--- src/rtl/lfsr_cfg_regs_pkg.sv ---
// rtl/lfsr_cfg_regs_pkg.sv - shared constants and LFSR feedback table for lfsr_cfg_regs
package lfsr_cfg_regs_pkg;

    localparam int ADDR_W = 7;
    localparam int DATA_W = 32;
    localparam int DEG_W  = 5;
    localparam int MASK_W = 16;
    localparam int LEN_W  = 17;

    localparam int MODE_W = 4;
    localparam int AMPL_W = 14;

    localparam logic [ADDR_W-1:0] ADDR_MODE_DEF   = 7'd64;
    localparam logic [ADDR_W-1:0] ADDR_DEGREE_DEF = 7'd65;
    localparam logic [ADDR_W-1:0] ADDR_AMPL_DEF   = 7'd66;

    localparam int MAX_DEGREE = 16;

    // Maximal-length feedback taps indexed by degree; degree 0 is a degenerate all-zero entry.
    localparam logic [MASK_W-1:0] MASK_TABLE [0:MAX_DEGREE] = '{
        16'h0000, 16'h0001, 16'h0003, 16'h0005,
        16'h0009, 16'h0012, 16'h0021, 16'h0041,
        16'h008E, 16'h0108, 16'h0204, 16'h0402,
        16'h0829, 16'h100D, 16'h2015, 16'h4001,
        16'h8016
    };

    function automatic logic degree_supported(input logic [DEG_W-1:0] degree);
        return degree <= DEG_W'(MAX_DEGREE);
    endfunction

endpackage

--- src/rtl/lfsr_constants.sv ---
// rtl/lfsr_constants.sv - registered degree-to-feedback-mask and sequence-length lookup
import lfsr_cfg_regs_pkg::*;

module lfsr_constants (
    input  logic             clk_i,
    input  logic             rst_ni,
    input  logic [DEG_W-1:0] degree_i,
    output logic [MASK_W-1:0] mask_o,
    output logic [LEN_W-1:0]  len_o
);

    logic [MASK_W-1:0] w_mask;
    logic [LEN_W-1:0]  w_len;
    logic [MASK_W-1:0] r_mask;
    logic [LEN_W-1:0]  r_len;

    // Unsupported degrees yield zeros so downstream sequencers stay idle.
    always_comb begin
        w_mask = '0;
        w_len  = '0;
        if (degree_supported(degree_i)) begin
            w_mask = MASK_TABLE[degree_i];
            w_len  = (LEN_W'(1) << degree_i) - LEN_W'(1);
        end
    end

    always_ff @(posedge clk_i or negedge rst_ni) begin
        if (!rst_ni) begin
            r_mask <= '0;
            r_len  <= '0;
        end else begin
            r_mask <= w_mask;
            r_len  <= w_len;
        end
    end

    assign mask_o = r_mask;
    assign len_o  = r_len;

endmodule

--- src/rtl/setting_reg.sv ---
// rtl/setting_reg.sv - address-decoded setting register loaded from the configuration bus
import lfsr_cfg_regs_pkg::*;

module setting_reg #(
    parameter logic [ADDR_W-1:0] ADDR  = '0,
    parameter int                WIDTH = 32
) (
    input  logic              clk_i,
    input  logic              rst_ni,
    input  logic              strobe,
    input  logic [ADDR_W-1:0] addr,
    input  logic [DATA_W-1:0] in,
    output logic [WIDTH-1:0]  out
);

    logic             w_hit;
    logic [WIDTH-1:0] r_value;

    assign w_hit = strobe && (addr == ADDR);

    always_ff @(posedge clk_i or negedge rst_ni) begin
        if (!rst_ni) begin
            r_value <= '0;
        end else if (w_hit) begin
            r_value <= in[WIDTH-1:0];
        end
    end

    assign out = r_value;

endmodule

--- src/rtl/lfsr_cfg_regs.sv ---
// rtl/lfsr_cfg_regs.sv - configuration front end: setting registers plus LFSR constants
import lfsr_cfg_regs_pkg::*;

module lfsr_cfg_regs #(
    parameter logic [ADDR_W-1:0] ADDR_MODE   = ADDR_MODE_DEF,
    parameter logic [ADDR_W-1:0] ADDR_DEGREE = ADDR_DEGREE_DEF,
    parameter logic [ADDR_W-1:0] ADDR_AMPL   = ADDR_AMPL_DEF
) (
    input  logic              clk_i,
    input  logic              rst_ni,
    input  logic [ADDR_W-1:0] saddr_i,
    input  logic [DATA_W-1:0] sdata_i,
    input  logic              s_strobe_i,
    output logic              reset_o,
    output logic              transmit_o,
    output logic              receive_o,
    output logic              loopback_o,
    output logic [DEG_W-1:0]  degree_o,
    output logic [AMPL_W-1:0] ampl_o,
    output logic [MASK_W-1:0] mask_o,
    output logic [LEN_W-1:0]  len_o
);

    logic [MODE_W-1:0] w_mode;

    setting_reg #(.ADDR(ADDR_MODE), .WIDTH(MODE_W)) u_mode_reg (
        .clk_i  (clk_i),
        .rst_ni (rst_ni),
        .strobe (s_strobe_i),
        .addr   (saddr_i),
        .in     (sdata_i),
        .out    (w_mode)
    );

    setting_reg #(.ADDR(ADDR_DEGREE), .WIDTH(DEG_W)) u_degree_reg (
        .clk_i  (clk_i),
        .rst_ni (rst_ni),
        .strobe (s_strobe_i),
        .addr   (saddr_i),
        .in     (sdata_i),
        .out    (degree_o)
    );

    setting_reg #(.ADDR(ADDR_AMPL), .WIDTH(AMPL_W)) u_ampl_reg (
        .clk_i  (clk_i),
        .rst_ni (rst_ni),
        .strobe (s_strobe_i),
        .addr   (saddr_i),
        .in     (sdata_i),
        .out    (ampl_o)
    );

    lfsr_constants u_constants (
        .clk_i    (clk_i),
        .rst_ni   (rst_ni),
        .degree_i (degree_o),
        .mask_o   (mask_o),
        .len_o    (len_o)
    );

    assign reset_o    = w_mode[0];
    assign transmit_o = w_mode[1];
    assign receive_o  = w_mode[2];
    assign loopback_o = w_mode[3];

endmodule

--- config.mk ---
export PLATFORM = sky130hd
export DESIGN_NAME = lfsr_cfg_regs
export DESIGN_NICKNAME = d
export VERILOG_FILES = /design/src/rtl/lfsr_cfg_regs_pkg.sv /design/src/rtl/lfsr_constants.sv /design/src/rtl/setting_reg.sv /design/src/rtl/lfsr_cfg_regs.sv
export SDC_FILE = /design/constraint.sdc
export NUM_CORES = 1
export LEC_CHECK = 0
export ABC_AREA = 1
export BUFFER_PORTS_ARGS = -buffer_cell sky130_fd_sc_hd__buf_2
export CAP_MARGIN = 10
export CELL_PAD_IN_SITES_DETAIL_PLACEMENT = 1
export CELL_PAD_IN_SITES_GLOBAL_PLACEMENT = 2
export CORE_MARGIN = 4
export CORE_UTILIZATION = 25
export CTS_CLUSTER_SIZE = 40
export DETAILED_ROUTE_END_ITERATION = 10
export HOLD_SLACK_MARGIN = 0.05
export PLACE_DENSITY_LB_ADDON = 0.15
export SLEW_MARGIN = 15
export SYNTH_ARGS = -nofsm -noshare
export SYNTH_HDL_FRONTEND = slang
export SYNTH_HIERARCHICAL = 1
export SYNTH_SLANG_ARGS = --single-unit
--- constraint.sdc ---
create_clock -name clk_i -period 1.6 [get_ports clk_i]
set_input_delay 0 -clock clk_i [delete_from_list [all_inputs] [get_ports clk_i]]
set_output_delay 0 -clock clk_i [all_outputs]
set_load 0.005 [all_outputs]
==> results of run 1 <==
[routing by layer]
metal	share of wire, %	track usage, %	vias to the layer above
met5	0	0	-
met4	0.97	3.56	0
met3	4.3	3.13	5
met2	55	27.9	55
met1	40	16.3	1379
li1	-	-	1424
[critical path, cell delays in order, from the launching register on]
cell,delay (ns)
dfrtp_2,0.46
inv_4,0.10
ha_4,0.16
inv_2,0.04
nor2_4,0.15
nand2_4,0.09
buf_4,0.14
nand3_2,0.13
nor2_2,0.07
a21oi_1,0.16
nor2_1,0.06
[where the power goes]
group          internal (W)  leakage [nW]  total, W  switching, W
clock              0.000737        0.0798   0.00125      0.000516
sequential          0.00163         0.743   0.00171     0.0000806
combinational      0.000659          1.78   0.00141      0.000747
total               0.00302          2.60   0.00437       0.00134
[placed cells by master, fill, tap and decap left out, drive strengths merged, types with 2 or more instances in the layout]
| master | n |
|---|---|
| nand4 | 2 |
| nand2 | 120 |
| o21ai | 11 |
| nand3 | 31 |
| buf | 148 |
| dlygate4sd3 | 15 |
| ha | 7 |
| nor3 | 2 |
| dfrtp | 56 |
| a21oi | 14 |
| nor2 | 62 |
| inv | 38 |
| clkbuf | 5 |
[layout make-up]
| cell class | instances | area [um2] | area share, % |
|---|---|---|---|
| Multi-Input combinational cell | 254 | 1530 | 33.8 |
| Sequential cell | 56 | 1410 | 31.0 |
| Timing Repair Buffer | 163 | 1100 | 24.3 |
| Tap cell | 140 | 175 | 3.87 |
| Inverter | 38 | 150 | 3.31 |
| Clock buffer | 5 | 125 | 2.76 |
| Clock inverter | 3 | 42.5 | 0.939 |
[worst max-delay path by stage]
| stage | endpoint | cells past startpoint | slack (ns) | start |
|---|---|---|---|---|
| 4_1_cts | u_constants/len_o[16]$_DFF_PN0_ | 13 | -0.05 | u_degree_reg/out[1]$_DFFE_PN0P_ |
| 5_1_grt | u_constants/len_o[15]$_DFF_PN0_ | 11 | -0.18 | u_degree_reg/out[1]$_DFFE_PN0P_ |
| 3_3_place_gp | u_constants/len_o[10]$_DFF_PN0_ | 12 | -0.27 | u_degree_reg/out[1]$_DFFE_PN0P_ |
| 3_5_place_dp | u_constants/len_o[10]$_DFF_PN0_ | 12 | -0.27 | u_degree_reg/out[1]$_DFFE_PN0P_ |
| 6_report | u_constants/len_o[15]$_DFF_PN0_ | 10 | -0.09 | u_degree_reg/out[0]$_DFFE_PN0P_ |
| 2_1_floorplan | u_constants/len_o[10]$_DFF_PN0_ | 12 | 0.007 | u_degree_reg/out[1]$_DFFE_PN0P_ |
[stage by stage]
step / area [um2] / setup slack [ns] / TNS (ns) / std cells / total power, W
5_1_grt: 4530 / -0.182 / -2.04 / 659 / 0.00466
6_report: 4530 / -0.0892 / -0.733 / 659 / 0.00437
2_1_floorplan: 2870 / 0.00729 / 0 / 354 / 0.00228
3_5_place_dp: 3800 / -0.265 / -2.76 / 622 / 0.00286
3_3_place_gp: 3800 / -0.270 / -2.32 / 622 / 0.00284
4_1_cts: 4370 / -0.0459 / -0.333 / 657 / 0.00432
[kinds of logic (layout without fill, tap and decap cells)]
logic type,Yosys count,after routing,synth area share [%]
AO/OA/AOI/OAI,28,28,5.26
XOR/XNOR,1,1,0.312
adder cells (fa/ha/maj),7,7,3.12
buffers and inverters,44,209,7.58
flip-flops,56,56,49.9
AND/OR/NAND/NOR,218,218,33.8
[sequential cells by signal, summed over array words and instances (netlist names)]
signal / count
u_constants/len_o: 17
u_degree_reg/out: 5
u_constants/mask_o: 16
u_mode_reg/out: 4
u_ampl_reg/out: 14
[repair_timing]
action                                  in CTS  in global routing
pin swaps                                   15                 13
hold endpoints to repair                    79                  0
hold buffers                                15                  0
endpoints found under the setup margin      16                 16
buffers inserted                            12                  3
gates resized for setup                     52                 48
==> results.md, run 1 <==
- Antenna-violating nets left: 0
- Clock Skew: 0.00513 ns
- Worst path required time: approximately 1.8 ns
- Gr usage total: 14.6%
- Aggregate global routing overflow: 0
- Hold Path End: u_degree_reg/out[3]$_DFFE_PN0P_
- Reg-to-reg slack, setup: -0.09 ns
- Main synth FF type: dfrtp_1
- Flops & latches, synth: 56
- Via count: 2863
- WL per Instance: approximately 14 um
- CTS Root Buffer Type: clkbuf_16
- RR Endpoint: u_constants/len_o[15]$_DFF_PN0_
- Worst Setup Path Type: reg -> reg
- Fin. max-slew vios: 0
- Failing checks: negative setup slack
- Nets@finish: around 570
- Max H-tree Level: 2
- Sequential share of the synthesized area: 49.9%
- R2r startpoint: u_degree_reg/out[0]$_DFFE_PN0P_
- DRT Wirelength: slightly above 9000 um
- Clk_lat worst skew: 0.30 ns
- Mapped cell area: around 2800 um2
- Io pins: between 90 and 100
- Fillers: roughly 1300
- Port bufs: 79
- Pin count of the biggest net entering global routing: between 50 and 60
- DIE WIDTH: between 100 and 150 um
- Most instantiated cells after synthesis: nand2_1, dfrtp_1, nor2_1, inv_1, nand3_1
- VDD IR-drop max: between 0.4 and 0.5 mV
- Core Util, Final: 41.4%
- Synth cell types: 23
- Synth area leaders: dfrtp_1, nand2_1, nor2_1
- Hold Slack: roughly 0.10 ns
- Via density: about 4.3
- Gpl congestion: between 0.7 and 0.8
- Final Hold Fails: 0
- Pwr dens: ~960 nW/um2
- Avg Cell Area, Syn: roughly 7.9 um2
- Asr flop ratio synth: 100%
- Status: complete, but fails checks
- Area of the core: 10900 um2
- Most used standard cell by instance count after synthesis: nand2_1
- CP Launch Type: flip-flop
- Hold path start: saddr_i[6]
- Post-synthesis net count: approximately 400
- Area leader, netlist: dfrtp_1
- Layout Area Growth over Synthesis: 61.4%
- Syn. warnings: 6
- Fin crit share: 106%
- Mapped Cells: between 300 and 400
- DIE AREA: 13000 um2
- Remaining routing DRC violations: 0
- Post-route setup slack: -0.0892 ns
- Share of layout cells above drive strength 1: about half
- Max FO, Critical Path: 5
- Reg2reg path depth: 10
- Max Cap Viol: 0
- Clock-pin slew on the worst setup and hold paths: approximately 0.070 ns
- Sinks on Clock Net: between 50 and 60
- RSZ-0062 raised after global routing: yes
- Die Y: 114 um
- Number of flops mapped to enable cells by yosys: 0
- Minimum clock period after layout: between 1.5 and 2 ns
- Rel. slew slack: about 72%
- TritonRoute pass-1 iters: 4
- CTS tree: built
- HPWL after DPL: 7140 um
- Worst setup EP type: flip-flop
- Clock Path Buffers: 2
- Initial antenna violation count: 0
- Leak pwr: 2.60 nW
- Achievable clock frequency: about 0.59 GHz
- Setup Viol. Count Final: 13
- HP Class: in -> reg
- Ant diodes: 0
- Worst slew pin tran: around 0.42 ns
- Rows: 38
- Yosys top cell area share: about 50%
- 1st-iter DRT viols: between 90 and 100
- CP Data Arrival Time: 1.88 ns
- Cells on Worst Hold Path: 5
- TritonCTS buffer count: 5
- Starting Density: around 26%
- Vias in the first global route: between 3000 and 4000
- First-pass GRT wire length: 15000 um
Note: power is estimated with default switching activity, not from simulation.
==> run 2: changes to the inputs <==
PLACE_DENSITY_LB_ADDON = 0.1   (was 0.15)
SLEW_MARGIN = 20   (was 15)
==> run 2 against run 1 <==
Against the previous run:
- the run still ends with negative setup slack left
- via count rose by 0.66%
- flip-flop and latch count did not move
- critical path depth did not move
- critical endpoint is now u_constants/len_o[6]$_DFF_PN0_
- largest cell class unchanged
- highest routed layer unchanged
==> results.md, run 2 (synthesized netlist as in run 1, its figures left out) <==
- Top Layer Used: met4
- Clock Path Buffers: 2
- HPWL after DPL: slightly above 7000 um
- Port bufs: 79
- Max FFs per register: 17
- CP Data Arrival Time: around 1.9 ns
- Sequential share of power: between 30% and 40%
- Status: complete, but fails checks
- Cell Int Power: between 0.003 and 0.004 W
- Rel. slew slack: a little under 80%
- Hold Slack: 0.0966 ns
- Gr usage total: around 15%
- Minimum clock period after layout: 1.70 ns
- CP bufs+invs: 2
- Max FO, Critical Path: 5
- Worst slew pin tran: about 0.32 ns
- Initial antenna violation count: 0
- Critical path's top delay family: simple AND/OR/NAND/NOR gates
- Remaining routing DRC violations: 0
- Fin crit share: 106%
- Most common cell after layout, fill and taps aside: nand2_1
- Share of layout cells above drive strength 1: between 40% and 50%
- Pwr dens: 968 nW/um2
- Layout Area Growth over Synthesis: 61.9%
- CP max-delay cell: dfrtp_2
- Met1 wire length: 3650 um
- Metal2 WL: ~4800 um
- Clk_lat worst skew: roughly 0.30 ns
- Io pins: 98
- Starting Density: between 20% and 30%
- Via density: 4.31
- Setup Viol. Count Final: 12
- Comb pwr share: a little under a third
- Clock-pin slew on the worst setup and hold paths: about 0.080 ns
- Pre-CTS setup slack: -0.292 ns
- Achievable clock frequency: slightly below 0.6 GHz
- Max incr delay on CP: ~0.45 ns
- Clock Skew: slightly above 0.008 ns
- Worst path required time: 1.78 ns
- Most frequent cells in the layout: nand2_1, buf_2, buf_4
- Via count: slightly below 3000
- Ant diodes: 0
- Post-route setup slack: -0.0979 ns
- 1st-iter DRT viols: 51
- DIE WIDTH: 114 um
- Rows: 38
- First-pass GRT wire length: roughly 16000 um
- CP Launch Type: flip-flop
- Post-placement cell count: 630
- Gpl congestion: 0.817
- VDD IR-drop max: around 0.42 mV
- Reg-to-reg slack, setup: -0.1 ns
- CTS Root Buffer Type: clkbuf_16
- Fin. max-slew vios: 0
- Pin count of the biggest net entering global routing: 31
- Layout Cells excl Fill: 668
- CTS tree: built
- CP cell instances: inv_4 > ha_4 > nand2_4 > inv_4 > nand2_4 > ha_4 > nand3_4 > nor2_4 > xor2_2 > nor2_1
- Failing checks: negative setup slack
- Core Util, Final: 41.6%
- Net Sw Frac: between 20% and 30%
- TritonRoute pass-1 iters: 2
- Worst setup EP type: flip-flop
- Met3 wire length: around 410 um
- NetSw: ~0.0013 W
- Die Y: ~110 um
- Nets@finish: 576
- Max H-tree Level: 2
- Max Cap Viol: 0
- Vias in the first global route: 3175
- Aggregate global routing overflow: 0
- Fillers: roughly 1300
- Final Hold Fails: 0
- Sinks on Clock Net: 56
- DIE AREA: 13000 um2
- Worst Setup Path Type: reg -> reg
- Area of the core: around 11000 um2
- RSZ-0062 raised after global routing: yes
- HP Class: in -> reg
- Antenna-violating nets left: 0
- DRT Wirelength: between 9000 and 10000 um
- TritonCTS buffer count: 5
- Leak pwr: around 2.6 nW
- WL per Instance: 13.6 um
- Clk pwr share: 30.4%
[run 2: final timing paths]
path | startpoint | endpoint | cells past startpoint
worst min register to register | u_ampl_reg/out[8]$_DFFE_PN0P_ | u_ampl_reg/out[8]$_DFFE_PN0P_ | 2
worst max-delay path | u_degree_reg/out[1]$_DFFE_PN0P_ | u_constants/len_o[6]$_DFF_PN0_ | 10
max in group asynchronous | rst_ni | u_degree_reg/out[3]$_DFFE_PN0P_ | 3
worst max register to register | u_degree_reg/out[1]$_DFFE_PN0P_ | u_constants/len_o[6]$_DFF_PN0_ | 10
worst min-delay path | saddr_i[1] | u_ampl_reg/out[11]$_DFFE_PN0P_ | 5
min in group asynchronous | rst_ni | u_constants/mask_o[7]$_DFF_PN0_ | 2
[run 2: worst min-delay path, cell delays in order]
cell and delay [ns]:
buf_2 0.11, nand2_2 0.08, nor2_4 0.06, nand3_1 0.06, nand2_1 0.05
[run 2: final cells by class]
class | count | area [um2] | area share (%)
well taps | 140 | 175 | 3.85
multi-input cells | 254 | 1460 | 32.1
repair buffers | 172 | 1180 | 25.9
clock buffers | 7 | 153 | 3.36
flip-flops and latches | 56 | 1410 | 30.9
clock inverters | 1 | 30.0 | 0.660
inverters | 38 | 150 | 3.30
[run 2: layer usage]
metal / vias to the layer above / GRT usage (%)
met5: - / 0
met4: 0 / 4.67
met3: 8 / 2.92
met2: 56 / 27.3
met1: 1368 / 17.6
li1: 1450 / -
[run 2: power groups by stage]
stage	clock, W	combinational [W]	sequential (W)
after global routing	0.00144	0.00153	0.00174
after global placement	0	0.00113	0.00172
final	0.00134	0.00136	0.00170
after floorplan	0	0.000512	0.00176
after CTS	0.00139	0.00131	0.00171
after detailed placement	0	0.00114	0.00173
[run 2: repair_timing]
item                                    in CTS  in global routing
hold buffers                                15                  0
gates resized for setup                     57                 17
endpoints found under the setup margin      15                 16
buffers inserted                             9                  6
hold endpoints to repair                    79                  0
pin swaps                                   20                 10
[run 2: metrics by stage]
step                TNS (ns)  power (W)  area, um2
floorplan                  0    0.00228       2870
global placement       -2.43    0.00285       3870
detailed placement     -3.00    0.00287       3870
CTS                   -0.698    0.00441       4440
global route           -2.06    0.00470       4550
finish                -0.495    0.00440       4550
==> run 3: changes to the inputs <==
CTS_BUF_LIST = sky130_fd_sc_hd__clkbuf_16   (was unset)
clock period = 1.4 ns   (was 1.6 ns; I/O delays follow)
==> run 3 against run 2 <==
Against the previous run:
- the run still ends with negative setup slack left
- sequential share of layout area shrank 0.68 points
- critical path type unchanged
- sequential power grew 16%
- utilization grew 0.94 points
- fmax grew 2.9%
- die area is the same
- critical path depth is the same
- flip-flop and latch count is the same
- global-route usage shrank 0.10 points
- routed wire length grew 4.4%
- largest cell class unchanged
- clock power shrank 4%
- count of clock-buffer cells in the layout shrank 2
==> results.md, run 3 (synthesized netlist as in run 1, its figures left out) <==
- Failing checks: negative setup slack
- Fin crit share: 118%
- CTS Root Buffer Type: clkbuf_16
- Post-placement cell count: ~640
- DRT Wirelength: roughly 9500 um
- Status: complete, but fails checks
- Layout Cells excl Fill: ~670
- Worst slew pin tran: 0.454 ns
- Fin. max-slew vios: 0
- Area of the core: approximately 11000 um2
- TritonRoute pass-1 iters: 4
- WL per Instance: approximately 14 um
- Max Cap Viol: 0
- Cell Int Power: roughly 0.0033 W
- Share of layout cells above drive strength 1: 51.8%
- Worst path required time: approximately 1.6 ns
- Comb pwr share: 33.9%
- Hold Slack: about 0.10 ns
- Final Hold Fails: 0
- Worst Setup Path Type: reg -> reg
- Leak pwr: ~2.7 nW
- Max FFs per register: 17
- Sinks on Clock Net: 56
- Pwr dens: between 1000 and 1500 nW/um2
- CP Data Arrival Time: about 1.8 ns
- Max H-tree Level: 2
- Remaining routing DRC violations: 0
- Clock Path Buffers: 2
- CTS tree: built
- Fillers: ~1300
- Layout Area Growth over Synthesis: 65.6%
- Setup Viol. Count Final: 19
- Pin count of the biggest net entering global routing: 32
- HPWL after DPL: ~7500 um
- HP Class: in -> reg
- Initial antenna violation count: 0
- Ant diodes: 0
- Starting Density: between 20% and 30%
- Vias in the first global route: ~3000
- RSZ-0062 raised after global routing: yes
- TritonCTS buffer count: 5
- Most common cell after layout, fill and taps aside: nand2_1
- Via count: around 2800
- Most frequent cells in the layout: nand2_1, buf_2, buf_4
- Clk pwr share: 26.1%
- Clock-pin slew on the worst setup and hold paths: roughly 0.080 ns
- Nets@finish: ~570
- Net Sw Frac: around a third
- NetSw: 0.00159 W
- Aggregate global routing overflow: 0
- Io pins: 98
- VDD IR-drop max: 0.495 mV
- Clk_lat worst skew: ~0.30 ns
- Rel. slew slack: approximately 70%
- Finished Cell Area: ~4600 um2
- Worst setup EP type: flip-flop
- Clock Skew: 0.00982 ns
- Via density: 4.26
- Gpl congestion: 0.857
- Port bufs: 79
- Final TNS setup: -3.54 ns
- Max FO, Critical Path: 5
- Minimum clock period after layout: approximately 1.6 ns
- CP Launch Type: flip-flop
- Achievable clock frequency: just over 0.6 GHz
- Die Y: between 100 and 150 um
- DIE AREA: 13000 um2
- Sequential share of power: 40.0%
- DIE WIDTH: around 110 um
- Rows: 38
- 1st-iter DRT viols: between 100 and 150
- First-pass GRT wire length: 15400 um
- Core Util, Final: 42.5%
- Placed cell areas: between 4000 and 5000 um2
- Post-route setup slack: -0.250 ns
- Antenna-violating nets left: 0
- Gr usage total: between 10% and 20%
-- run 3: area by class of cell --
cell class	count	area (um2)	share of cell area [%]
multi-input cells	254	1590	34.1
flip-flops and latches	56	1410	30.2
repair buffers	169	1180	25.3
well taps	140	175	3.77
inverters	38	155	3.34
clock buffers	5	125	2.69
clock inverters	3	22.5	0.484
-- run 3: final timing paths --
path	start	endpoint	slack, ns	cells past startpoint
setup / recovery	u_degree_reg/out[0]$_DFFE_PN0P_	u_constants/len_o[6]$_DFF_PN0_	-0.25	10
hold / removal	saddr_i[1]	u_ampl_reg/out[0]$_DFFE_PN0P_	0.10	5
setup reg to reg	u_degree_reg/out[0]$_DFFE_PN0P_	u_constants/len_o[6]$_DFF_PN0_	-0.25	10
hold reg to reg	u_ampl_reg/out[6]$_DFFE_PN0P_	u_ampl_reg/out[6]$_DFFE_PN0P_	0.47	2
max in group asynchronous	rst_ni	u_degree_reg/out[4]$_DFFE_PN0P_	0.69	3
min in group asynchronous	rst_ni	u_ampl_reg/out[3]$_DFFE_PN0P_	0.18	2
-- run 3: per-layer routing --
metal / share of wire [%] / vias up / GRT usage (%)
li1: - / 1436 / -
met1: 50 / 1345 / 21.3
met2: 45 / 47 / 23.7
met3: 3.8 / 5 / 2.44
met4: 0.85 / 0 / 3.09
met5: 0 / - / 0
-- run 3: what timing repair did --
action | CTS | global route
endpoints found under the setup margin | 20 | 21
endpoints found under the hold margin | 71 | 0
setup buffers | 4 | 2
hold buffers | 15 | 0
pin swaps | 16 | 24
gates resized for setup | 39 | 50
-- run 3: stage by stage --
| stage | setup slack [ns] | power [W] |
|---|---|---|
| 6_report | -0.250 | 0.00491 |
| 5_1_grt | -0.359 | 0.00524 |
| 4_1_cts | -0.256 | 0.00485 |
| 3_5_place_dp | -0.388 | 0.00340 |
| 3_3_place_gp | -0.334 | 0.00338 |
| 2_1_floorplan | -0.172 | 0.00265 |
-- run 3: worst max-delay path, stage by stage, from the launching register on --
cell and delay (ns):
dfrtp_2 0.45, inv_4 0.07, ha_4 0.17, inv_2 0.06
nor2_4 0.05, nand2_4 0.08, ha_4 0.17, nand3_4 0.10
nor2_4 0.14, xor2_1 0.18, nor2_1 0.06
-- run 3: power groups by stage --
stage / Sequential [W] / Combinational, W / Clock [W]
global placement: 0.00200 / 0.00139 / 0
floorplan: 0.00202 / 0.000633 / 0
finish: 0.00197 / 0.00166 / 0.00128
global route: 0.00200 / 0.00185 / 0.00140
detailed placement: 0.00200 / 0.00140 / 0
CTS: 0.00197 / 0.00155 / 0.00133
